`src/rtl/fetch_stage_pkg.sv`:
```
// Shared definitions for the instruction-fetch stage.
//   - Opcode field constants (HALT and NOP) and the NOP instruction word
//     injected into IF/ID on reset, flush and bubbles.
//   - Fetch state encoding.
//   - Helper that extracts the opcode field from an instruction word.
package fetch_stage_pkg;

  localparam logic [4:0]  OPC_HALT = 5'b00000;
  localparam logic [4:0]  OPC_NOP  = 5'b00001;
  localparam logic [15:0] NOP_WORD = {OPC_NOP, 11'b0};  // 16'h0800

  // FETCH : requesting imem at PC every cycle
  // HOLD  : one fetched instruction parked in the skid buffer, waiting for stall to drop
  // HALTED: fetch stopped; only a redirect or reset restarts it
  typedef enum logic [1:0] {
    ST_FETCH  = 2'd0,
    ST_HOLD   = 2'd1,
    ST_HALTED = 2'd2
  } fetch_state_e;

  function automatic logic [4:0] opcode_of(input logic [15:0] instr);
    return instr[15:11];
  endfunction

endpackage

```
`src/rtl/fetch_skid_buf.sv`:
```
// One-entry holding register for an instruction (and its PC+2) that returned
// from memory while decode was stalled.
// Ports:
//   clk, rst            clock, asynchronous active-high reset
//   load                capture in_instr / in_pc_plus2, mark full
//   drain               entry consumed, mark empty
//   clear               discard entry (flush); wins over load and drain
//   in_instr, in_pc_plus2    data to capture
//   out_instr, out_pc_plus2  held data
//   out_valid           entry holds a real instruction
module fetch_skid_buf (
  input  logic        clk,
  input  logic        rst,
  input  logic        load,
  input  logic        drain,
  input  logic        clear,
  input  logic [15:0] in_instr,
  input  logic [15:0] in_pc_plus2,
  output logic [15:0] out_instr,
  output logic [15:0] out_pc_plus2,
  output logic        out_valid
);

  logic        valid_q, valid_d;
  logic [15:0] instr_q, instr_d;
  logic [15:0] pc_plus2_q, pc_plus2_d;

  always_comb begin
    valid_d    = valid_q;
    instr_d    = instr_q;
    pc_plus2_d = pc_plus2_q;
    if (clear) begin
      valid_d = 1'b0;
    end else if (load) begin
      valid_d    = 1'b1;
      instr_d    = in_instr;
      pc_plus2_d = in_pc_plus2;
    end else if (drain) begin
      valid_d = 1'b0;
    end
  end

  // NOTE: sequential state uses non-blocking assignments so every flop samples
  // the pre-edge values, independent of statement order.
  always_ff @(posedge clk or posedge rst) begin
    if (rst) valid_q <= 1'b0;
    else     valid_q <= valid_d;
  end

  // NOTE: the data registers carry no reset; valid_q alone decides whether
  // their contents mean anything, so resetting them would only cost routing.
  always_ff @(posedge clk) begin
    instr_q    <= instr_d;
    pc_plus2_q <= pc_plus2_d;
  end

  assign out_instr    = instr_q;
  assign out_pc_plus2 = pc_plus2_q;
  assign out_valid    = valid_q;

endmodule

```
`src/rtl/fetch_stage.sv`:
```
// Instruction-fetch stage with IF/ID pipeline register.
// Owns the PC, requests instructions from a variable-latency memory, parks one
// instruction in a skid buffer when decode stalls, flushes on EX redirect and
// stops on HALT.
// Ports:
//   clk, rst                 clock, asynchronous active-high reset
//   imem_req, imem_addr      fetch request / address (address is always PC)
//   imem_rdy, imem_data      instruction valid for the current address this cycle
//   stall                    hold IF/ID and PC
//   redirect, redirect_pc    flush and reload PC (highest priority)
//   ifid_instr, ifid_pc_plus2, ifid_valid   IF/ID register towards decode
//   halted                   fetch stopped
//   err                      sticky misaligned-redirect flag
module fetch_stage
  import fetch_stage_pkg::*;
#(
  parameter logic [15:0] RESET_PC    = 16'h0000,
  parameter logic [15:0] NOP_INSTR   = NOP_WORD,
  parameter logic [4:0]  HALT_OPCODE = OPC_HALT
) (
  input  logic        clk,
  input  logic        rst,
  output logic        imem_req,
  output logic [15:0] imem_addr,
  input  logic        imem_rdy,
  input  logic [15:0] imem_data,
  input  logic        stall,
  input  logic        redirect,
  input  logic [15:0] redirect_pc,
  output logic [15:0] ifid_instr,
  output logic [15:0] ifid_pc_plus2,
  output logic        ifid_valid,
  output logic        halted,
  output logic        err
);

  fetch_state_e state_q, state_d;
  logic [15:0]  pc_q, pc_d;
  logic [15:0]  instr_q, instr_d;
  logic [15:0]  pc_plus2_q, pc_plus2_d;
  logic         valid_q, valid_d;
  logic         err_q, err_d;

  logic [15:0]  pc_plus2;
  logic         skid_load, skid_drain, skid_clear, skid_valid;
  logic [15:0]  skid_instr, skid_pc_plus2;

  assign pc_plus2 = pc_q + 16'd2;  // wraps FFFE -> 0000 by width

  fetch_skid_buf u_skid (
    .clk          (clk),
    .rst          (rst),
    .load         (skid_load),
    .drain        (skid_drain),
    .clear        (skid_clear),
    .in_instr     (imem_data),
    .in_pc_plus2  (pc_plus2),
    .out_instr    (skid_instr),
    .out_pc_plus2 (skid_pc_plus2),
    .out_valid    (skid_valid)
  );

  // NOTE: every signal written here gets a default first, so no path leaves
  // one unassigned and no latch is inferred.
  always_comb begin
    state_d    = state_q;
    pc_d       = pc_q;
    instr_d    = instr_q;
    pc_plus2_d = pc_plus2_q;
    valid_d    = valid_q;
    err_d      = err_q;
    skid_load  = 1'b0;
    skid_drain = 1'b0;
    skid_clear = 1'b0;

    if (redirect) begin
      // Flush beats everything: skid and any same-cycle imem_data are dropped.
      skid_clear = 1'b1;
      instr_d    = NOP_INSTR;
      valid_d    = 1'b0;
      pc_d       = {redirect_pc[15:1], 1'b0};
      if (redirect_pc[0]) begin
        err_d   = 1'b1;
        state_d = ST_HALTED;
      end else begin
        state_d = ST_FETCH;
      end
    end else begin
      unique case (state_q)
        ST_FETCH: begin
          if (imem_rdy && !stall) begin
            instr_d    = imem_data;
            pc_plus2_d = pc_plus2;
            valid_d    = 1'b1;
            pc_d       = pc_plus2;
            if (opcode_of(imem_data) == HALT_OPCODE) state_d = ST_HALTED;
          end else if (imem_rdy) begin
            // Decode is stalled: park the instruction so the request is not lost.
            skid_load = 1'b1;
            pc_d      = pc_plus2;
            state_d   = ST_HOLD;
          end else if (!stall) begin
            instr_d = NOP_INSTR;
            valid_d = 1'b0;
          end
        end
        ST_HOLD: begin
          if (!stall && skid_valid) begin
            skid_drain = 1'b1;
            instr_d    = skid_instr;
            pc_plus2_d = skid_pc_plus2;
            valid_d    = 1'b1;
            state_d    = (opcode_of(skid_instr) == HALT_OPCODE) ? ST_HALTED : ST_FETCH;
          end
        end
        ST_HALTED: begin
          if (!stall) begin
            instr_d = NOP_INSTR;
            valid_d = 1'b0;
          end
        end
        default: state_d = ST_FETCH;
      endcase
    end
  end

  always_ff @(posedge clk or posedge rst) begin
    if (rst) begin
      state_q    <= ST_FETCH;
      pc_q       <= RESET_PC;
      instr_q    <= NOP_INSTR;
      pc_plus2_q <= 16'h0000;
      valid_q    <= 1'b0;
      err_q      <= 1'b0;
    end else begin
      state_q    <= state_d;
      pc_q       <= pc_d;
      instr_q    <= instr_d;
      pc_plus2_q <= pc_plus2_d;
      valid_q    <= valid_d;
      err_q      <= err_d;
    end
  end

  // Gated by rst so no request is seen while reset is held.
  assign imem_req      = !rst && (state_q == ST_FETCH);
  assign imem_addr     = pc_q;
  assign ifid_instr    = instr_q;
  assign ifid_pc_plus2 = pc_plus2_q;
  assign ifid_valid    = valid_q;
  assign halted        = (state_q == ST_HALTED);
  assign err           = err_q;

endmodule

```
`config.mk`:
```
export PLATFORM = sky130hd
export DESIGN_NAME = fetch_stage
export DESIGN_NICKNAME = d
export VERILOG_FILES = /design/src/rtl/fetch_stage_pkg.sv /design/src/rtl/fetch_skid_buf.sv /design/src/rtl/fetch_stage.sv
export SDC_FILE = /design/constraint.sdc
export NUM_CORES = 1
export LEC_CHECK = 0
export CORE_MARGIN = 3
export CORE_UTILIZATION = 30
export CTS_BUF_LIST = sky130_fd_sc_hd__clkbuf_8
export CTS_CLUSTER_SIZE = 14
export DETAILED_ROUTE_END_ITERATION = 8
export PLACE_DENSITY_LB_ADDON = 0.3
export SLEW_MARGIN = 10
export SYNTH_ARGS = -nofsm -noshare
export SYNTH_HDL_FRONTEND = slang
export SYNTH_SLANG_ARGS = --single-unit
```
`constraint.sdc`:
```
create_clock -name clk -period 5 [get_ports clk]
set_input_delay 0.5 -clock clk [delete_from_list [all_inputs] [get_ports clk]]
set_output_delay 0.5 -clock clk [all_outputs]
set_load 0.005 [all_outputs]
```
# Word level (Yosys, flattened, before mapping)
# Cells that the tools add are included.
[word_totals] ff_bits=85 input_bits=37 elab_cells=78
[classes] addsub=1 n_eq_ne=9 n_mux=38 bitwise_logic=2 reduce_logical=19
[ops] cell="16-bit two-way mux" n=11
[ops] cell="16-bit case mux with 3 select lines" n=1
[ops] cell="16-bit case mux with 2 select lines" n=1
[ops] cell="16-bit by 2-bit adder with 16-bit output, second input constant" n=1
[ops] cell="1-bit two-way mux" n=16
[ops] cell="2-bit two-way mux" n=7
[ops] cell="4-bit inequality test, second input constant" n=3
[ops] cell="5-bit zero test" n=2
[ops] cell="4-bit AND reduction" n=2
[ops] cell="2-bit inequality test, second input constant" n=3
[ops] cell="2-bit case mux with 3 select lines" n=1
[ops] cell="2-bit AND reduction" n=3
[ops] cell="3-bit nonzero test" n=2
[ops] cell="2-bit nonzero test" n=2
[ops] cell="4-bit nonzero test" n=1
[ops] cell="1-bit logical AND" n=3
[ops] cell="3-bit inequality test, second input constant" n=1
[ops] cell="1-bit case mux with 3 select lines" n=1
[ops] cell="3-bit AND reduction" n=1
[ops] cell="2-bit by 1-bit == test with 1-bit output, second input constant" n=1
[ops] cell="2-bit == test, second input constant" n=1
[ops] cell="1-bit zero test" n=2
[ops] cell="2-bit zero test" n=1
[ops] cell="1-bit inverter" n=2

# Longest topological paths before layout
[depth] depth_word=8 depth_mapped=9 ltp_nobuf=6

# By module
# From an unflattened synthesis, not the netlist that was laid out.
[hier_totals] hier_cells=372 hier_area_um2=4112.7
[modules_own_cells] module="fetch_stage" instances=1 cells_per_inst=334 area_each_um2=3100.5 seq_area_each_um2=1277.5
[modules_own_cells] module="fetch_skid_buf" instances=1 cells_per_inst=38 area_each_um2=1012.2 seq_area_each_um2=985.9

# Worst setup path after synthesis
# OpenSTA, ideal clock, no wires.
[synth_path] path_kind="register to register" from="reg state_q[0]" to="reg u_skid.instr_q[0] (netlist: u_skid.out_instr[0]) (enable)" t_arrival_ns=2.485 path_slack_ns=2.095 stages_incl_launch_ff=7 n_path_buf=2 synth_period_minus_slack_ns=2.905 path_cell_list="dfrtp_1 inv_1 ha_1 buf_2 nand2_1 clkbuf_1 nor2_1"
[synth_between] elab_chain_cells=4
[synth_rtl] element="start: declaration" line="fetch_stage.sv:37" source="fetch_state_e state_q, state_d;"
[synth_rtl] element="start signal: assignment" line="fetch_stage.sv:136" source="state_q <= state_d;"
[synth_rtl] element="2-bit zero test" line="fetch_stage.sv:89" source="unique case (state_q)"
[synth_rtl] element="1-bit two-way mux" line="fetch_stage.sv:89"
[synth_rtl] element="1-bit two-way mux" line="fetch_stage.sv:76" source="if (redirect) begin"
[synth_rtl] element="2-bit AND reduction (no source line)"
[synth_rtl] element="end signal: assignment" line="fetch_skid_buf.sv:53" source="instr_q <= instr_d;"
[synth_rtl] element="end: declaration" line="fetch_skid_buf.sv:25" source="logic [15:0] instr_q, instr_d;"
# Every way passes these cells.
# A chain may end at the register's enable or synchronous reset.

# Worst setup path after layout
[layout_path] from="reg state_q[1]" to="reg instr_q[1] (netlist: ifid_instr[1])"
[layout_between] elab_chain_cells=3 word_cells_on_any_way=9
[layout_rtl] element="2-bit by 1-bit == test with 1-bit output, or another cell as far along" line="fetch_stage.sv:89"
[layout_rtl] element="3-bit inequality test (no source line), or another cell as far along"
[layout_rtl] element="3-bit AND reduction (no source line) / 16-bit two-way mux (equally long branches)"
[layout_rtl] element="end signal: assignment" line="fetch_stage.sv:138" source="instr_q <= instr_d;"
[layout_rtl] element="end: declaration" line="fetch_stage.sv:39" source="logic [15:0] instr_q, instr_d;"
# Parallel ways exist; a longest one is shown, timed or not.

==> flow_metrics.env <==
export IMPL_finalCritPeriodShare_pct=57.9
export IMPL_synth_edf_count=31
export IMPL_skew_ns=0.0105
export IMPL_rsz0062_at_grt="no"
export IMPL_grt_pass1_vias=3242
export IMPL_wl_per_cell_um=16.7
export IMPL_path_clk_slew_ns=0.09
export IMPL_met2_length_um=4890
export IMPL_hold_viol_final=0
export IMPL_synthFlopType="dfrtp_1"
export IMPL_hp_class="flop to flop"
export IMPL_tritoncts="yes"
export IMPL_overflow=0
export IMPL_yosysTopAreaCell="dfrtp_1"
export IMPL_coreArea_um2=13500
export IMPL_endpoint_kind="flop"
export IMPL_track_usage_pct=13.8
export IMPL_dpl_cell_count=629
export IMPL_path_delay_family="compound AO/OA/AOI/OAI gates"
export IMPL_slew_headroom_pct=23.4
export IMPL_maxSlewViolCount=0
export IMPL_wl_um=10800
export IMPL_p_per_area_nw_per_um2=386
export IMPL_ctsResizeCount=0
export IMPL_cpPeakStageDelay_ns=0.56
export IMPL_first_pass_iters=5
export IMPL_crit_arrival_ns=3.19
export IMPL_yosys_area_top_type_share_pct=29.6
export IMPL_layout_drive_gt1_share_pct=7.46
export IMPL_synth_area_leaders="dfrtp_1 (30%), edfxtp_1 (22%), nand2_1 (3.4%), a221oi_1 (3.1%), xnor2_1 (3.1%)"
export IMPL_die_x_um=125
export IMPL_cts_buffers=9
export IMPL_async_flop_share_pct=62.2
export IMPL_clock_fmax_mhz=345
export IMPL_setup_viol=0
export IMPL_peakVddDrop_mv=0.139
export IMPL_fin_cells=645
export IMPL_wl_met1_um=5210
export IMPL_start_util_pct=31.4
export IMPL_synth_seq_cells=82
export IMPL_grt_pass1_wl_um=17500
export IMPL_grt_max_degree=52
export IMPL_cts_sinks=82
export IMPL_cp_num_buf_inv=2
export IMPL_cts_htree_levels=3
export IMPL_clk_latency_ns=0.36
export IMPL_finalSetupTns_ns=0
export IMPL_crit_start="state_q[1]$_DFFE_PP0P_"
export IMPL_drcViolationCount=0
export IMPL_worst_path_max_fanout=30
export IMPL_cp_slowest_cell="nor2_2"
export IMPL_dieArea_um2=15600
export IMPL_antenna_found_initial=0
export IMPL_syn2layout_area_growth_pct=27.2
export IMPL_cts_hold_fix_buffers=0
export IMPL_leakagePower_nw=2.00
export IMPL_postCtsSetupRepairBufs=0
export IMPL_rows=42
export IMPL_synth_distinct_cells=55
export IMPL_tightest_slew_ns=1.15
export IMPL_netlist_area_um2=4230
export IMPL_drtIter0Drc=234
export IMPL_vias=3319
export IMPL_timing_rr_start="state_q[1]$_DFFE_PP0P_"
export IMPL_topRoutingLayerUsed="met4"
export IMPL_met3_length_um=504
export IMPL_nNetsFinal=505
export IMPL_die_height_um=125
export IMPL_cap_viol_max_count=0
export IMPL_avgSynthCellArea_um2=10.6
export IMPL_synthCells=400
export IMPL_ys_warn_count=0
export IMPL_routed_via_density=5.15
export IMPL_crit_type="flop to flop"
export IMPL_status="finished, final reports clean"
export IMPL_yosysSeqAreaShare_pct=52.2
export IMPL_hold_start="err$_DFFE_PP0P_"
export IMPL_ant_nets=0
export IMPL_required_ns=5.30
export IMPL_gp_routability_congestion=0.766
export IMPL_cts_buffer_depth=2
export IMPL_portBuffers=86
export IMPL_period_minus_slack_ns=2.89
export IMPL_cp_cell_sequence="inv_1 -> ha_2 -> buf_4 -> nor4_1 -> a221o_1 -> nor2_2 -> a22o_1"
export IMPL_worst_setup_path_start_kind="flop"
export IMPL_io_pin_count=89
export IMPL_cts_root_buffer="clkbuf_8"
export IMPL_antennaDiodeCount=0
export IMPL_hpwlAfterDp_um=7670
==> cell families after synthesis <==
logic type / count (synthesis) / synth area share (%)
other: 1 / 0.0886
XOR/XNOR: 21 / 4.34
AO/OA/AOI/OAI: 110 / 18.9
AND/OR/NAND/NOR: 128 / 16.4
adder cells (fa/ha/maj): 4 / 1.18
multiplexers: 8 / 1.89
buffers and inverters: 46 / 5.05
flip-flops: 82 / 52.2
==> stage by stage <==
stage	setup slack, ns	util (%)	area, µm²	hold WS, ns	total power [W]
detailed placement	1.83	38.3	5170	0.448	0.00157
global placement	1.86	38.3	5170	0.450	0.00155
global route	1.89	39.9	5390	0.508	0.00219
floorplan	2.10	-	4240	0.451	0.00123
CTS	2.10	39.9	5380	0.475	0.00210
finish	2.11	39.9	5390	0.470	0.00208
==> synth_stat cells, types with 3 or more instances <==
master	instances
a211o_1	3
a21oi_1	17
a221o_1	3
a221oi_1	15
a22o_1	14
a22oi_1	13
and3_1	3
buf_2	10
buf_4	3
clkbuf_1	19
dfrtp_1	50
edfxtp_1	31
ha_1	4
inv_1	9
mux2i_1	8
nand2_1	38
nand2b_1	9
nand3_1	13
nor2_1	12
nor2b_1	9
nor3_1	10
nor4_1	14
o21ai_0	19
o21ai_1	5
o311ai_0	3
o31a_1	5
o31ai_2	3
or2_2	5
xnor2_1	15
xor2_1	6
==> cells in the final DEF (no fill, tap or decap), types with 14 or more instances in the layout <==
cell type        netlist  routed
clkdlybuf4s50_1        0      86
dfrtp_1               50      50
nand2_1               38      38
edfxtp_1              31      31
o21ai_0               19      19
a21oi_1               17      17
xnor2_1               15      15
a221oi_1              15      15
nor4_1                14      14
a22o_1                14      14
==> layer usage <==
| metal | GRT usage, % | vias to the layer above |
|---|---|---|
| met4 | 4.90 | 0 |
| li1 | - | 1606 |
| met1 | 19.6 | 1606 |
| met2 | 21.0 | 97 |
| met3 | 2.57 | 10 |
| met5 | 0 | - |
==> registers in the layout, indices dropped and copies added, names as in the netlist <==
signal / count
ifid_instr: 16
u_skid.out_instr: 16
ifid_pc_plus2: 15
imem_addr: 15
u_skid.out_pc_plus2: 15
state_q: 2
err: 1
ifid_valid: 1
u_skid.out_valid: 1
==> where the power goes <==
part,switching (W),internal (W)
Sequential,0.000102,0.000816
Clock,0.000250,0.000280
Combinational,0.000284,0.000346
Total,0.000636,0.00144
==> final timing paths <==
kind / endpoint / slack [ns] / depth (start not counted)
worst min-delay path: err$_DFFE_PP0P_ / 0.47 / 1
worst min register to register: err$_DFFE_PP0P_ / 0.47 / 1
worst max register to register: ifid_instr[1]$_DFFE_PP0P_ / 2.11 / 7
worst max-delay path: ifid_instr[1]$_DFFE_PP0P_ / 2.11 / 7
max in group asynchronous: ifid_pc_plus2[3]$_DFFE_PP0P_ / 3.79 / 2
min in group asynchronous: err$_DFFE_PP0P_ / 0.65 / 2
==> cell type report <==
type                    instances  area, µm²
clock buffers                   9        124
repair buffers                 89        883
well taps                     176        220
multi-input cells             273       1820
clock inverters                 7       93.8
fillers                      1312       8120
inverters                       9       35.0
flip-flops and latches         82       2210
Power figures use the tool's default switching activity.
